--- src/rtl/hermes_cfg_regs.sv ---
// Hermes endpoint configuration registers.
// Software fills shadow registers, then commits. A commit drains the datapath,
// loads shadow into the active config, holds off, and re-asserts cfg.vld.

package hermes_cfg_pkg;
    typedef struct packed {
        logic        vld;
        logic [47:0] fpga_mac;
        logic [31:0] fpga_ip;
        logic [47:0] host_mac;
        logic [31:0] host_ip;
    } hermes_cfg_t;
endpackage

module hermes_cfg_regs
    import hermes_cfg_pkg::*;
#(
    parameter int HOLDOFF_CYCLES = 16,
    parameter int DRAIN_TIMEOUT  = 4096
) (
    input  logic        i_clk,
    input  logic        i_rst_n,
    input  logic        i_reg_wr,
    input  logic        i_reg_rd,
    input  logic [3:0]  i_reg_addr,
    input  logic [31:0] i_reg_wdata,
    output logic [31:0] o_reg_rdata,
    output logic        o_reg_rvld,
    input  logic        i_dp_idle,
    output hermes_cfg_t o_cfg,
    output logic        o_commit_err
);

    localparam logic [1:0] S_IDLE  = 2'd0;
    localparam logic [1:0] S_DRAIN = 2'd1;
    localparam logic [1:0] S_LOAD  = 2'd2;
    localparam logic [1:0] S_HOLD  = 2'd3;

    // One counter serves both the drain timeout and the holdoff window.
    localparam int CNT_MAX = (DRAIN_TIMEOUT > HOLDOFF_CYCLES) ? DRAIN_TIMEOUT : HOLDOFF_CYCLES;
    localparam int CW      = $clog2(CNT_MAX) + 1;
    localparam logic [CW-1:0] DRAIN_LAST = CW'(DRAIN_TIMEOUT - 1);
    localparam logic [CW-1:0] HOLD_LAST  = CW'(HOLDOFF_CYCLES - 1);

    // Shadow (software-visible) fields
    logic [47:0] r_sh_fpga_mac;
    logic [31:0] r_sh_fpga_ip;
    logic [47:0] r_sh_host_mac;
    logic [31:0] r_sh_host_ip;

    // Active fields driven to the datapath
    logic [47:0] r_act_fpga_mac;
    logic [31:0] r_act_fpga_ip;
    logic [47:0] r_act_host_mac;
    logic [31:0] r_act_host_ip;

    logic [1:0]    r_state;
    logic [CW-1:0] r_cnt;
    logic          r_pend;
    logic          r_enable;
    logic          r_loaded_once;
    logic          r_err;
    logic [15:0]   r_commit_cnt;

    logic          w_wr_ctrl;
    logic          w_commit;
    logic          w_err_clr;
    logic          w_shadow_ok;
    logic          w_vld;
    logic          w_busy;
    logic [31:0]   w_rd_mux;

    logic [1:0]    w_state_nxt;
    logic [CW-1:0] w_cnt_nxt;
    logic          w_pend_nxt;
    logic          w_err_set;
    logic          w_do_load;

    assign w_wr_ctrl   = i_reg_wr && (i_reg_addr == 4'd0);
    assign w_commit    = w_wr_ctrl && i_reg_wdata[0];
    assign w_err_clr   = w_wr_ctrl && i_reg_wdata[4];
    // Multicast source MAC or a zero IP is never a usable endpoint config.
    assign w_shadow_ok = !r_sh_fpga_mac[40] && (r_sh_fpga_ip != 32'd0);
    assign w_busy      = (r_state != S_IDLE) || r_pend;
    // Pending commit in IDLE is about to drain, so keep vld low for that cycle.
    assign w_vld       = (r_state == S_IDLE) && !r_pend && r_enable && r_loaded_once;

    assign o_cfg.vld      = w_vld;
    assign o_cfg.fpga_mac = r_act_fpga_mac;
    assign o_cfg.fpga_ip  = r_act_fpga_ip;
    assign o_cfg.host_mac = r_act_host_mac;
    assign o_cfg.host_ip  = r_act_host_ip;
    assign o_commit_err   = r_err;

    // Commit FSM next-state: drain, load, holdoff; commits while busy merge into r_pend.
    always_comb begin
        w_state_nxt = r_state;
        w_cnt_nxt   = r_cnt;
        w_pend_nxt  = r_pend;
        w_err_set   = 1'b0;
        w_do_load   = 1'b0;
        case (r_state)
            S_IDLE: begin
                w_pend_nxt = 1'b0;
                if (w_commit || r_pend) begin
                    if (w_shadow_ok) begin
                        w_state_nxt = S_DRAIN;
                        w_cnt_nxt   = '0;
                    end else begin
                        w_err_set = 1'b1;
                    end
                end
            end
            S_DRAIN: begin
                w_pend_nxt = r_pend || w_commit;
                if (i_dp_idle) begin
                    w_state_nxt = S_LOAD;
                end else if (r_cnt == DRAIN_LAST) begin
                    w_state_nxt = S_LOAD;
                    w_err_set   = 1'b1;
                end else begin
                    w_cnt_nxt = r_cnt + 1'b1;
                end
            end
            S_LOAD: begin
                w_pend_nxt  = r_pend || w_commit;
                w_do_load   = 1'b1;
                w_state_nxt = S_HOLD;
                w_cnt_nxt   = '0;
            end
            default: begin
                w_pend_nxt = r_pend || w_commit;
                if (r_cnt == HOLD_LAST) begin
                    w_state_nxt = S_IDLE;
                end else begin
                    w_cnt_nxt = r_cnt + 1'b1;
                end
            end
        endcase
    end

    // FSM state, counter, pending flag, sticky error, commit counter.
    always_ff @(posedge i_clk or negedge i_rst_n) begin
        if (!i_rst_n) begin
            r_state       <= S_IDLE;
            r_cnt         <= '0;
            r_pend        <= 1'b0;
            r_err         <= 1'b0;
            r_loaded_once <= 1'b0;
            r_commit_cnt  <= 16'd0;
        end else begin
            r_state <= w_state_nxt;
            r_cnt   <= w_cnt_nxt;
            r_pend  <= w_pend_nxt;
            if (w_err_set) begin
                r_err <= 1'b1;
            end else if (w_err_clr) begin
                r_err <= 1'b0;
            end
            if (w_do_load) begin
                r_loaded_once <= 1'b1;
                r_commit_cnt  <= r_commit_cnt + 16'd1;
            end
        end
    end

    // Software register writes: ENABLE and shadow fields.
    always_ff @(posedge i_clk or negedge i_rst_n) begin
        if (!i_rst_n) begin
            r_enable      <= 1'b0;
            r_sh_fpga_mac <= '0;
            r_sh_fpga_ip  <= '0;
            r_sh_host_mac <= '0;
            r_sh_host_ip  <= '0;
        end else if (i_reg_wr) begin
            case (i_reg_addr)
                4'd0: r_enable               <= i_reg_wdata[1];
                4'd1: r_sh_fpga_mac[31:0]    <= i_reg_wdata;
                4'd2: r_sh_fpga_mac[47:32]   <= i_reg_wdata[15:0];
                4'd3: r_sh_fpga_ip           <= i_reg_wdata;
                4'd4: r_sh_host_mac[31:0]    <= i_reg_wdata;
                4'd5: r_sh_host_mac[47:32]   <= i_reg_wdata[15:0];
                4'd6: r_sh_host_ip           <= i_reg_wdata;
                default: ;
            endcase
        end
    end

    // Active fields move only in LOAD, which always has cfg.vld low.
    always_ff @(posedge i_clk or negedge i_rst_n) begin
        if (!i_rst_n) begin
            r_act_fpga_mac <= '0;
            r_act_fpga_ip  <= '0;
            r_act_host_mac <= '0;
            r_act_host_ip  <= '0;
        end else if (w_do_load) begin
            r_act_fpga_mac <= r_sh_fpga_mac;
            r_act_fpga_ip  <= r_sh_fpga_ip;
            r_act_host_mac <= r_sh_host_mac;
            r_act_host_ip  <= r_sh_host_ip;
        end
    end

    // Read mux; uses pre-write register values so same-cycle rd/wr returns old data.
    always_comb begin
        w_rd_mux = 32'd0;
        case (i_reg_addr)
            4'd0: w_rd_mux = {27'd0, r_err, w_vld, w_busy, r_enable, 1'b0};
            4'd1: w_rd_mux = r_sh_fpga_mac[31:0];
            4'd2: w_rd_mux = {16'd0, r_sh_fpga_mac[47:32]};
            4'd3: w_rd_mux = r_sh_fpga_ip;
            4'd4: w_rd_mux = r_sh_host_mac[31:0];
            4'd5: w_rd_mux = {16'd0, r_sh_host_mac[47:32]};
            4'd6: w_rd_mux = r_sh_host_ip;
            4'd7: w_rd_mux = {16'd0, r_commit_cnt};
            default: w_rd_mux = 32'd0;
        endcase
    end

    // Registered read response, one cycle after the strobe.
    always_ff @(posedge i_clk or negedge i_rst_n) begin
        if (!i_rst_n) begin
            o_reg_rvld  <= 1'b0;
            o_reg_rdata <= 32'd0;
        end else begin
            o_reg_rvld <= i_reg_rd;
            if (i_reg_rd) begin
                o_reg_rdata <= w_rd_mux;
            end
        end
    end

endmodule

--- config.mk ---
export PLATFORM = sky130hd
export DESIGN_NAME = hermes_cfg_regs
export DESIGN_NICKNAME = d
export VERILOG_FILES = /design/src/rtl/hermes_cfg_regs.sv
export SDC_FILE = /design/constraint.sdc
export NUM_CORES = 1
export LEC_CHECK = 0
export BUFFER_PORTS_ARGS = -buffer_cell sky130_fd_sc_hd__buf_2
export CAP_MARGIN = 10
export CORE_MARGIN = 2
export CORE_UTILIZATION = 40
export CTS_BUF_LIST = sky130_fd_sc_hd__clkbuf_4
export CTS_CLUSTER_SIZE = 16
export DETAILED_ROUTE_END_ITERATION = 12
export PLACE_DENSITY_LB_ADDON = 0.2
export RECOVER_POWER = 50
export SYNTH_ARGS = -nofsm -noshare
export SYNTH_HDL_FRONTEND = slang
export SYNTH_SLANG_ARGS = --single-unit
export TNS_END_PERCENT = 5
--- constraint.sdc ---
create_clock -name i_clk -period 1.9 [get_ports i_clk]
set_input_delay 0.19 -clock i_clk [delete_from_list [all_inputs] [get_ports i_clk]]
set_output_delay 0.19 -clock i_clk [all_outputs]
set_load 0.005 [all_outputs]
== After elaboration in Yosys (flattened, before gate mapping) ==
Cells that the tools add are included.
Word-level totals
  output and inout port bits: 195
  logic and storage cells: 86
  input port bits: 41
  flip-flop bits (word level): 388
Operators by class
  multiplexer cells: 22
  add/sub/neg operators: 2
  equal/unequal tests: 17
  reductions and logical operators: 26
Operators by type and width (count)
  32-bit case mux with 8 select lines: 1
  13-bit 2-to-1 mux: 5
  13-bit case mux with 3 select lines: 1
  32-bit nonzero test: 1
  16-bit by 1-bit adder with 16-bit output (second input constant): 1
  4-bit by 3-bit equality test with 1-bit output (second input constant): 4
  2-bit AND reduction: 7
  13-bit by 1-bit adder with 13-bit output (second input constant): 1
  13-bit by 12-bit equality test with 1-bit output (second input constant): 1
  13-bit by 4-bit equality test with 1-bit output (second input constant): 1
  2-bit 2-to-1 mux: 5
  4-bit by 2-bit equality test with 1-bit output (second input constant): 2
  1-bit 2-to-1 mux: 8
  1-bit logical AND: 7
  2-bit inequality test (second input constant): 3
  2-bit case mux with 3 select lines: 1
  5-bit AND reduction: 1
  4-bit by 1-bit equality test with 1-bit output (second input constant): 1
  4-bit logical NOT: 1
  4-bit by 2-bit inequality test with 1-bit output (second input constant): 1
  4-bit AND reduction: 1
  2-bit nonzero test: 2
  4-bit nonzero test: 1
  3-bit inequality test (second input constant): 1
  other kinds (7): 9

== Depth between registers and ports, before layout ==
Gate-level depths: netlist of the first run.
  word-level depth: 7
  mapped depth: 9
  gate-level depth less buffers: 7

== Worst setup path after synthesis of the first run ==
No wires, ideal clock.
  kind: reg-to-reg
  start: reg r_state[0]
  end: reg r_cnt[0]
  slack: -55 ps
  clock period less this slack: 1955 ps
  cell stages (with the launch flop): 8
  buffers on the path: 0
  required time: 1775 ps
  setup time: 125 ps
  arrival time: 1830 ps
  cells stage by stage: dfrtp_1 -> inv_1 -> ha_1 -> or3_1 -> nor4_4 -> a21oi_2 -> a21boi_4 -> mux2_4
On the way
  longest elaborated chain between the ends: 3
  elaborated cells on any way between the ends: 10
  those cells by class: eq/ne (7); mux (1); reduce/logical (2)
Ends and longest elaborated chain
  start, declared: line 57  | logic [1:0] r_state;
  start signal, assigned: line 152  | r_state <= w_state_nxt;
  2-bit equality test (tied with other cells): line 102  | case (r_state)
  4-bit by 2-bit inequality test with 1-bit output (no source line) (tied with other cells)
  5-bit AND reduction (no source line)
  end signal, assigned: line 153  | r_cnt <= w_cnt_nxt;
  end, declared: line 58  | logic [CW-1:0] r_cnt;
Several ways; a longest one is shown, not always the timed one.
A chain may end at the register's enable or synchronous reset.

==> results.ini, run 1 <==
[status]
status=complete, but fails checks
violations=negative setup slack

[grt]
antenna_found_initial=1
grt_usage=0.230
grt_max_degree=80
grt_pass1_vias=11972
grt_overflow=0
grt_pass1_wl_um=72200

[hold_path]
min_from=i_reg_wdata[27]
min_path_cells=3
hold_end=r_sh_fpga_ip[27]$_DFFE_PN0P_
hold_path_class=in2reg

[worst_setup_path]
worstPathArrival_ns=1.93
worstPathRequired_ns=1.71
timing.rr.start=r_state[1]$_DFFE_PN0P_
startpoint_type=register
reg2reg_slack_ns=-0.20
crit_slowest_cell=dfrtp_1
ff2ff_path_depth=9
crit_type=reg2out
critPathCaptureType=primary output
rr_endpoint=r_cnt[8]$_DFFE_PN0P_
critPathBufInv=3
critPathTopFamily=flip-flops
slowest_delay_ns=0.40
path_cells=inv_2 > ha_4 > buf_6 > nor2b_4 > and3_4 > buf_6
crit_path_max_fanout=2
crit_top_cell=buf_6

[power]
irDropWorstVdd_mv=0.728
leakage_uw=0.00956
power_density_mw_per_mm2=1450
power.total_uw=29500

[route]
drt_first_pass_iters=7
drtIter0Drc=626
vias=11394
wl_per_cell_um=21.7
post-route-drc-count=0
route.antenna.remaining_nets=0
drt_wl_total_um=46900
viasPerCell=5.27

[logic_synthesis]
ys_warn_count=0
synth_top_area_share=0.607
syn_area_sq_mm=0.0160
synth_top_cell_by_area=dfrtp_1
synth_ff_type=dfrtp_1
ys_top_cells_by_area=dfrtp_1 61%, mux2_2 22%, a222oi_1 1.9%
syn-num-nets=1173
synth_async_sr_flop_share=1.00
avgSynthCellArea_sq_um=14.2
ys_types=70
synth_edf_count=0
ys_seq_elements=388
synth_common_cells=388 x dfrtp_1, 308 x mux2_2, 51 x nand2_1
syn_inst=1127
yosysMostFrequentCell=dfrtp_1
ys_seq_area_frac=0.607

[floorplan]
pin_count=236
die_w_um=204
dieArea_sq_mm=0.0416
initial_utilization=0.404
fp-row-count=73
coreArea_sq_mm=0.0396
die_height_um=204

[final_layout]
utilization=0.514
drive_gt1_frac=0.530
fin_cells=2163
fin_nets=1610
syn_to_final_growth_pct=27.2
final_cell_area_sq_mm=0.0204

[sta]
finalSetupViolations=24
min_period_over_period=1.11
worst_slew_pin_slew_ns=1.38
max_freq_ghz=0.472
rsz0062_at_grt=yes
slew_viol_final=0
skew_ns=0.0362
fin_crit_ns=2.12
relSlewSlack=0.0822
fin_ws_ns=-0.217
finalHoldViolCount=0

[clock_tree]
numCtsBuffers=102
cts.root.buffer_cell=clkbuf_4
path_clk_slew_ns=0.07
clkLatencyLatePin_ns=0.79
cts_sinks=388
htree_levels=3
clk_path_buf_depth=3
cts_tree=done

[placement]
hpwlAfterDp_um=32000
gp_congestion=0.819
place_area_sq_mm=0.0187
port_buffers=235
pre_cts_ws_ns=-0.250
dp_cells=1938

[run]
max_cap_violations=0

-- stage by stage --
| stage | hold slack [ns] | setup TNS [ns] |
|---|---|---|
| 6_report | 0.213 | -2.13 |
| 5_1_grt | 0.201 | -11.76 |
| 4_1_cts | 0.0807 | -1.03 |
| 3_5_place_dp | 0.172 | -2.09 |
| 3_3_place_gp | 0.163 | -1.80 |
| 2_1_floorplan | -0.106 | -0.514 |
-- timing repair --
| item | 4_1_cts | 5_1_grt |
|---|---|---|
| hold endpoints to repair | 572 | 0 |
| endpoints found under the setup margin | 16 | 21 |
| gates cloned | 0 | 0 |
| gates resized for setup | 24 | 6 |
| setup buffers | 4 | 3 |
| hold buffers | 41 | 0 |
| pin swaps | 5 | 3 |
-- worst min-delay path, delay by kind of cell --
kind | cells | cell delay (ns)
buffers and inverters | 2 | 0.65
multiplexers | 1 | 0.12
-- kinds of logic (layout without fill, tap and decap cells) --
family | count (synthesis) | count (layout) | share of synthesized area
flops | 388 | 388 | 0.607
fa+ha+maj | 5 | 5 | 0.00391
buf+inv | 84 | 594 | 0.0227
mux | 334 | 334 | 0.236
simple gates | 161 | 161 | 0.0539
xor+xnor | 15 | 15 | 0.00821
compound gates | 140 | 140 | 0.0687
other cells | 0 | 1 | 0
-- sequential cells by signal (all words and copies together) (netlist names) --
signal,cells
o_commit_err,1
o_reg_rdata,32
o_reg_rvld,1
r_act_fpga_ip,32
r_act_fpga_mac,48
r_act_host_ip,32
r_act_host_mac,48
r_cnt,13
r_commit_cnt,16
r_enable,1
r_loaded_once,1
r_pend,1
r_sh_fpga_ip,32
r_sh_fpga_mac,48
r_sh_host_ip,32
r_sh_host_mac,48
r_state,2
-- cell usage in the layout (no fill, tap or decap), types with 10 or more instances in the layout --
| master | count |
|---|---|
| a22oi_1 | 11 |
| inv_1 | 15 |
| nand3_1 | 10 |
| mux2_1 | 24 |
| a41oi_1 | 12 |
| nor2_1 | 38 |
| clkinv_1 | 15 |
| dlygate4sd3_1 | 40 |
| buf_2 | 231 |
| clkbuf_2 | 10 |
| nand2_1 | 46 |
| xnor2_1 | 10 |
| a21oi_1 | 12 |
| a31oi_1 | 23 |
| buf_4 | 89 |
| a222oi_1 | 30 |
| clkbuf_4 | 164 |
| dfrtp_1 | 388 |
| mux2_2 | 308 |
-- where the power goes --
group / internal [uW] / switching, uW
clock: 3900 / 3380
sequential: 11000 / 1790
combinational: 5380 / 4040
total: 20300 / 9220
-- layout make-up --
class	instances	area, sq um
clock inverters	25	155
clock buffers	152	1140
multi-input cells	655	6050
fillers	3591	19300
well taps	525	657
repair buffers	399	2570
inverters	18	67.6
diodes	1	2.50
flip-flops and latches	388	9710
-- layer usage --
metal / routed length [um] / track usage
met2: 21900 / 0.359
met3: 2990 / 0.0523
met5: 0 / 0
met4: 1040 / 0.0833
met1: 21000 / 0.315
-- worst max path at each step --
stage / cells after the start / slack (ns) / start / end
6_report: 6 / -0.22 / r_state[1]$_DFFE_PN0P_ / o_cfg[160]
5_1_grt: 6 / -0.30 / r_state[1]$_DFFE_PN0P_ / o_cfg[160]
4_1_cts: 6 / -0.30 / r_state[1]$_DFFE_PN0P_ / o_cfg[160]
3_5_place_dp: 7 / -0.25 / r_state[0]$_DFFE_PN0P_ / r_cnt[4]$_DFFE_PN0P_
2_1_floorplan: 7 / -0.06 / r_state[0]$_DFFE_PN0P_ / r_cnt[0]$_DFFE_PN0P_
3_3_place_gp: 7 / -0.26 / r_state[0]$_DFFE_PN0P_ / r_cnt[4]$_DFFE_PN0P_
No activity file was read; power rests on OpenSTA's default activity.
==> run 2: changes to the inputs <==
==> constraint.sdc (replaced) <==
create_clock -name i_clk -period 1.9 [get_ports i_clk]
set_input_delay 0.38 -clock i_clk [delete_from_list [all_inputs] [get_ports i_clk]]
set_output_delay 0.38 -clock i_clk [all_outputs]
set_load 0.005 [all_outputs]
==> run 2 against run 1 <==
Compared with the run above:
- worst setup slack worse by 0.20 ns
- highest routed layer unchanged
- cell count up 1.2%
- largest cell class unchanged
- first-iteration DRC count up 15%
- wire length up 0.25%
- critical path depth unchanged
- via count up 1.3%
- clock-buffer cell count up 4
- flip-flop and latch count unchanged
- non-clock buffer count up 27
- the flow finishes with violations (max-capacitance violations, max-slew violations, negative setup slack)
- combinational power up 3.2%
- largest power group unchanged
- sequential power about the same
- critical endpoint unchanged
==> results.ini, run 2 (synthesis results as in run 1) <==
[worst_setup_path]
worstPathRequired_ns=1.52  ; was 1.71 ns
startpoint_type=register  ; unchanged
worstPathArrival_ns=1.94  ; was 1.93 ns
crit_type=reg2out  ; unchanged
crit_path_max_fanout=2  ; unchanged
critPathCaptureType=primary output  ; unchanged

[clock_tree]
clkLatencyLatePin_ns=0.79  ; about the same
numCtsBuffers=102  ; unchanged
path_clk_slew_ns=0.07  ; about the same
cts.root.buffer_cell=clkbuf_4  ; unchanged
cts_sinks=388  ; unchanged
clk_path_buf_depth=3  ; unchanged
cts_tree=done  ; unchanged
htree_levels=3  ; unchanged

[power]
switching_power_uw=9460  ; was 9220 uW
internal-power_uw=20700  ; was 20300 uW
leakage_uw=0.00976  ; was 0.00956 uW
p_clk_frac=0.249  ; was 0.247
p_sw_frac=0.313  ; was 0.312
irDropWorstVdd_mv=0.652  ; was 0.728 mV
power_frac_comb=0.322  ; was 0.319
power_density_mw_per_mm2=1450  ; about the same
pwr-share-seq=0.429  ; was 0.434

[final_layout]
fill_cells=3514  ; was 3591
fin_nets=1637  ; was 1610
drive_gt1_frac=0.541  ; was 0.530
final_cell_mix=388 x dfrtp_1, 308 x mux2_2, 230 x buf_2  ; was 388 x dfrtp_1, 308 x mux2_2, 231 x buf_2
layout_commonest_cell=dfrtp_1  ; unchanged
syn_to_final_growth_pct=29.8  ; was 27.2%

[route]
drt_first_pass_iters=5  ; was 7
wl_met1_um=21100  ; was 21000 um
route.antenna.remaining_nets=0  ; unchanged
drt_wl_total_um=47000  ; was 46900 um
drtIter0Drc=723  ; was 626
viasPerCell=5.27  ; about the same
top_layer=met4  ; unchanged
vias=11541  ; was 11.4k
met2WireLength_um=22300  ; was 21900 um
post-route-drc-count=0  ; unchanged
wl_met3_um=2920  ; was 2990 um
wl_per_cell_um=21.5  ; was 21.7 um

[sta]
finalHoldViolCount=0  ; unchanged
rsz0062_at_grt=yes  ; unchanged
fin_crit_ns=2.32  ; was 2.12 ns
min_period_over_period=1.22  ; was 1.11
skew_ns=0.0378  ; was 0.0362 ns
slew_viol_final=55  ; was 0
max_freq_ghz=0.432  ; was 0.472 GHz
worst_slew_pin_slew_ns=1.66  ; was 1.38 ns
fin_ws_ns=-0.415  ; was -0.217 ns
finalSetupViolations=67  ; was 24
relSlewSlack=-0.110  ; was 0.0822
setup_tns_ns=-8.16  ; was -2.13 ns

[grt]
grt_pass1_wl_um=72800  ; was 72200 um
grt_overflow=0  ; unchanged
antenna_found_initial=1  ; unchanged
grt_pass1_vias=12138  ; was 12.0k
grt_usage=0.230  ; about the same
grt_max_degree=82  ; was 80

[status]
status=complete, but fails checks  ; unchanged
violations=max-capacitance violations, max-slew violations, negative setup slack  ; was negative setup slack

[placement]
gp_congestion=0.827  ; was 0.819
port_buffers=235  ; unchanged
pre_cts_ws_ns=-0.305  ; was -0.250 ns
hpwlAfterDp_um=32400  ; was 32000 um

[floorplan]
die_height_um=204  ; unchanged
pin_count=236  ; unchanged
dieArea_sq_mm=0.0416  ; unchanged
die_w_um=204  ; unchanged
coreArea_sq_mm=0.0396  ; unchanged
initial_utilization=0.404  ; unchanged
fp-row-count=73  ; unchanged

[hold_path]
hold_path_class=in2reg  ; unchanged

[run]
max_cap_violations=1  ; was 0

## run 2: through the flow
step | power (uW) | cell area [sq um] | hold WS, ns | util | std cells
after floorplan | 17600 | 16000 | 0.0844 | - | 1127
after global placement | 22000 | 19000 | 0.368 | 0.479 | 1966
after detailed placement | 22200 | 19000 | 0.363 | 0.479 | 1966
after CTS | 30100 | 20800 | 0.0995 | 0.525 | 2179
after global routing | 32100 | 20800 | 0.174 | 0.524 | 2188
final | 30200 | 20800 | 0.208 | 0.524 | 2188
## run 2: repair_timing
action                                 CTS  global route
hold buffers                            35             0
gates resized for setup                 20            26
endpoints found under the hold margin  535             0
pin swaps                                4            16
buffers inserted                         4             8
setup endpoints to repair               17           124
## run 2: layout make-up
type	count	area (sq um)	share of cell area
antenna	2	5.00	0.000241
clock buffer	156	1170	0.0564
clock inverter	18	151	0.00729
inverter	18	67.6	0.00325
multi-input combinational	655	6110	0.294
sequential	388	9710	0.467
tap	525	657	0.0316
timing repair buffer	426	2900	0.140
## run 2: final timing paths
path / start / end / slack [ns] / cells past startpoint
max reg2reg: r_state[1]$_DFFE_PN0P_ / r_cnt[0]$_DFFE_PN0P_ / -0.33 / 9
max in group asynchronous: i_rst_n / r_act_host_ip[1]$_DFFE_PN0P_ / 0.18 / 3
min reg2reg: r_commit_cnt[15]$_DFFE_PN0P_ / r_commit_cnt[15]$_DFFE_PN0P_ / 0.48 / 1
max: r_state[0]$_DFFE_PN0P_ / o_cfg[160] / -0.42 / 6
min: i_reg_wr / r_pend$_DFF_PN0_ / 0.21 / 4
min in group asynchronous: i_rst_n / r_cnt[8]$_DFFE_PN0P_ / 0.56 / 2
## run 2: critical path: stages, from the launching register on
cell and delay (ns):
dfrtp_1 0.39, inv_2 0.09, ha_4 0.15, buf_6 0.09, nor2b_4 0.13, and3_4 0.21
buf_6 0.09
## run 2: power groups by stage
stage               Sequential, uW  Clock, uW  Combinational [uW]
floorplan                    12700          0                4950
global placement             13000          0                8970
detailed placement           13000          0                9120
CTS                          12900       7760                9420
global route                 13300       8260               10500
finish                       12900       7510                9720
## run 2: per-layer routing
layer | up-vias | global-route usage
li1 | 5172 | -
met4 | 0 | 0.0686
met3 | 54 | 0.0515
met1 | 5930 | 0.317
met5 | - | 0
met2 | 385 | 0.364
==> run 3: changes to the inputs <==
--- a/config.mk
+++ b/config.mk
@@ -5,10 +5,11 @@
 export SDC_FILE = /design/constraint.sdc
 export NUM_CORES = 1
 export LEC_CHECK = 0
+export ABC_AREA = 1
 export BUFFER_PORTS_ARGS = -buffer_cell sky130_fd_sc_hd__buf_2
 export CAP_MARGIN = 10
 export CORE_MARGIN = 2
-export CORE_UTILIZATION = 40
+export CORE_UTILIZATION = 45
 export CTS_BUF_LIST = sky130_fd_sc_hd__clkbuf_4
 export CTS_CLUSTER_SIZE = 16
 export DETAILED_ROUTE_END_ITERATION = 12
==> run 3 against run 2 <==
Compared with the run above:
- the run ends with design-rule violations, max-capacitance violations, max-slew violations, negative setup slack left
- final area down 4.9%
- register-to-register slack better by 0.33 ns
- sequential share of layout area increased by 2.4 points
- utilization is 3.3 points higher
- clock skew is 0.010 ns higher
- global-route usage rose by 2.9 points
- via count up 22%
- combinational power is 23% lower
- first-iteration DRC count increased by 47%
- fmax up 2.9%
- cell count increased by 27%
- flip-flop and latch count did not move
- largest power group unchanged
==> results.ini, run 3 <==
[logic_synthesis]
synthMuxAreaShare=0  ; was 0.236
synth_top_area_share=0.601  ; was 0.607
yosysMostFrequentCell=nand2_1  ; was dfrtp_1
ys_top_cells_by_area=dfrtp_1 60%, nand2_1 18%, o21ai_0 7.3%  ; was dfrtp_1 61%, mux2_2 22%, a222oi_1 1.9%
synth_ff_type=dfrtp_1  ; unchanged
syn_area_sq_mm=0.0162  ; was 0.0160 sq mm
ys_seq_area_frac=0.601  ; was 0.607
synth_top_family_by_area=simple AND/OR/NAND/NOR gates  ; was multiplexers
avgSynthCellArea_sq_um=8.57  ; was 14.2 sq um
synth_common_cells=760 x nand2_1, 388 x dfrtp_1, 237 x o21ai_0  ; was 388 x dfrtp_1, 308 x mux2_2, 51 x nand2_1
synth_edf_count=0  ; unchanged
synth_async_sr_flop_share=1.00  ; unchanged
synth_top_cell_by_area=dfrtp_1  ; unchanged
ys_types=31  ; was 70
syn_inst=1885  ; was 1127
synth_compound_area_frac=0.0974  ; was 0.0687
syn-num-nets=1931  ; was 1173
yosys.area_share.adder=0.00387  ; was 0.00391
synth-xor-area-share=0.0103  ; was 0.00821
ys_warn_count=0  ; unchanged
ys_seq_elements=388  ; unchanged
yosys.area_share.simple=0.227  ; was 0.0539

[power]
power_density_mw_per_mm2=1350  ; was 1450 mW/mm^2
leakage_uw=0.0107  ; was 0.00976 uW
irDropWorstVdd_mv=1.01  ; was 0.652 mV

[worst_setup_path]
slowest_delay_ns=0.39  ; about the same
crit_top_cell=inv_2  ; was buf_6
crit_path_max_fanout=2  ; unchanged
startpoint_type=register  ; unchanged
critPathCaptureType=primary output  ; unchanged
path_cells=inv_2 > ha_4 > inv_2 > nor2_4 > nand2_1 > nor2_1 > buf_4 > buf_6  ; was inv_2 > ha_4 > buf_6 > nor2b_4 > and3_4 > buf_6
worstPathArrival_ns=1.87  ; was 1.94 ns
crit_type=reg2out  ; unchanged
crit_slowest_cell=dfrtp_1  ; unchanged
worstPathRequired_ns=1.52  ; about the same

[clock_tree]
cts_sinks=388  ; unchanged
clk_path_buf_depth=3  ; unchanged
cts_tree=done  ; unchanged
htree_levels=3  ; unchanged
path_clk_slew_ns=0.07  ; about the same
cts.root.buffer_cell=clkbuf_4  ; unchanged
clkLatencyLatePin_ns=0.79  ; about the same
numCtsBuffers=100  ; was 102

[floorplan]
initial_utilization=0.455  ; was 0.404
fp-row-count=69  ; was 73
dieArea_sq_mm=0.0374  ; was 0.0416 sq mm
die_height_um=193  ; was 204 um
die_w_um=193  ; was 204 um
pin_count=236  ; unchanged
coreArea_sq_mm=0.0355  ; was 0.0396 sq mm

[run]
max_cap_violations=1  ; unchanged

[route]
drt_first_pass_iters=9  ; was 5
wl_per_cell_um=17.3  ; was 21.5 um
vias=14074  ; was 11.5k
route.antenna.remaining_nets=0  ; unchanged
viasPerCell=5.08  ; was 5.27
drt_wl_total_um=47900  ; was 47000 um
drtIter0Drc=1061  ; was 723
post-route-drc-count=2  ; was 0

[grt]
grt_pass1_vias=14083  ; was 12.1k
grt_pass1_wl_um=76400  ; was 72800 um
grt_overflow=0  ; unchanged
antenna_found_initial=2  ; was 1
grt_max_degree=141  ; was 82
grt_usage=0.259  ; was 0.230

[sta]
skew_ns=0.0482  ; was 0.0378 ns
finalHoldViolCount=0  ; unchanged
min_period_over_period=1.18  ; was 1.22
slew_viol_final=34  ; was 55
finalSetupViolations=1  ; was 67
rsz0062_at_grt=yes  ; unchanged
fin_ws_ns=-0.350  ; was -0.415 ns
worst_slew_pin_slew_ns=2.09  ; was 1.66 ns
max_freq_ghz=0.445  ; was 0.432 GHz
fin_crit_ns=2.25  ; was 2.32 ns
relSlewSlack=-0.391  ; was -0.110

[placement]
pre_cts_ws_ns=-0.0652  ; was -0.305 ns
port_buffers=235  ; unchanged
gp_congestion=0.856  ; was 0.827
hpwlAfterDp_um=32900  ; was 32400 um
dp_cells=2561  ; was 1966

[final_layout]
final_cell_mix=766 x nand2_1, 388 x dfrtp_1, 234 x o21ai_0  ; was 388 x dfrtp_1, 308 x mux2_2, 230 x buf_2
fin_cells=2773  ; was 2188
drive_gt1_frac=0.210  ; was 0.541
syn_to_final_growth_pct=22.4  ; was 29.8%
fill_cells=3377  ; was 3514
layout_commonest_cell=nand2_1  ; was dfrtp_1
fin_nets=2290  ; was 1637

[status]
violations=design-rule violations, max-capacitance violations, max-slew violations, negative setup slack  ; was max-capacitance violations, max-slew violations, negative setup slack
status=complete, but fails checks  ; unchanged

[hold_path]
hold_path_class=in2reg  ; unchanged

[run 3: repair_timing]
action,4_1_cts,5_1_grt
hold endpoints to repair,514,0
resized for setup,8,13
hold buffers,31,0
buffers inserted,6,5
pin swaps,3,7
setup endpoints to repair,14,45
[run 3: path summary, 6_finish.rpt]
path                       slack (ns)                              to  cells after the start                            from
hold reg to reg                  0.47  r_act_host_mac[41]$_DFFE_PN0P_                      2  r_act_host_mac[41]$_DFFE_PN0P_
setup reg to reg                    0    r_commit_cnt[14]$_DFFE_PN0P_                     11          r_state[0]$_DFFE_PN0P_
hold / removal                   0.05    r_sh_fpga_mac[7]$_DFFE_PN0P_                      3                  i_reg_wdata[7]
setup / recovery                -0.35                      o_cfg[160]                      8          r_state[0]$_DFFE_PN0P_
min in group asynchronous        0.45   r_sh_fpga_mac[42]$_DFFE_PN0P_                      2                         i_rst_n
max in group asynchronous        0.17  r_act_fpga_mac[21]$_DFFE_PN0P_                      3                         i_rst_n
[run 3: worst max-delay path, delay by kind of cell (launching register included)]
kind / cells / cell delay (ns)
adders and majority gates: 1 / 0.13
buffers and inverters: 4 / 0.35
DFF: 1 / 0.39
and+or+nand+nor: 3 / 0.20
[run 3: through the flow]
step / utilization / TNS (ns) / total power (uW) / instance area [sq um] / hold slack [ns]
3_5_place_dp: 0.515 / -0.738 / 19700 / 18300 / 0.335
4_1_cts: 0.560 / -0.444 / 27000 / 19900 / 0.000224
3_3_place_gp: 0.515 / -0.590 / 19500 / 18300 / 0.334
2_1_floorplan: - / 0 / 16000 / 16200 / 0.0844
5_1_grt: 0.557 / -6.83 / 28700 / 19800 / 0.0222
6_report: 0.557 / -0.350 / 26800 / 19800 / 0.0459
[run 3: area by class of cell]
type / instances / area, sq um / share of cell area
Multi-Input combinational cell: 1250 / 5510 / 0.279
Inverter: 158 / 598 / 0.0303
Tap cell: 461 / 577 / 0.0292
Timing Repair Buffer: 346 / 2150 / 0.109
Antenna cell: 2 / 5.00 / 0.000253
Clock inverter: 21 / 108 / 0.00544
Clock buffer: 147 / 1100 / 0.0558
Sequential cell: 388 / 9710 / 0.491
[run 3: per-layer routing]
| metal | global-route usage | vias up | wire length, um |
|---|---|---|---|
| li1 | - | 6743 | - |
| met5 | 0 | - | 0 |
| met1 | 0.362 | 6774 | 21300 |
| met3 | 0.0607 | 75 | 3440 |
| met2 | 0.400 | 482 | 22100 |
| met4 | 0.0845 | 0 | 1070 |
[run 3: kinds of logic after synthesis]
family | after synthesis
simple gates | 923
flops | 388
compound gates | 303
buf+inv | 247
xor+xnor | 19
fa+ha+maj | 5
[run 3: power by group]
part	leakage [uW]	switching, uW	internal (uW)	total, uW
logic	0.00492	4490	3000	7480
clock network	0.000737	3350	3640	6990
registers	0.00502	1590	10700	12300
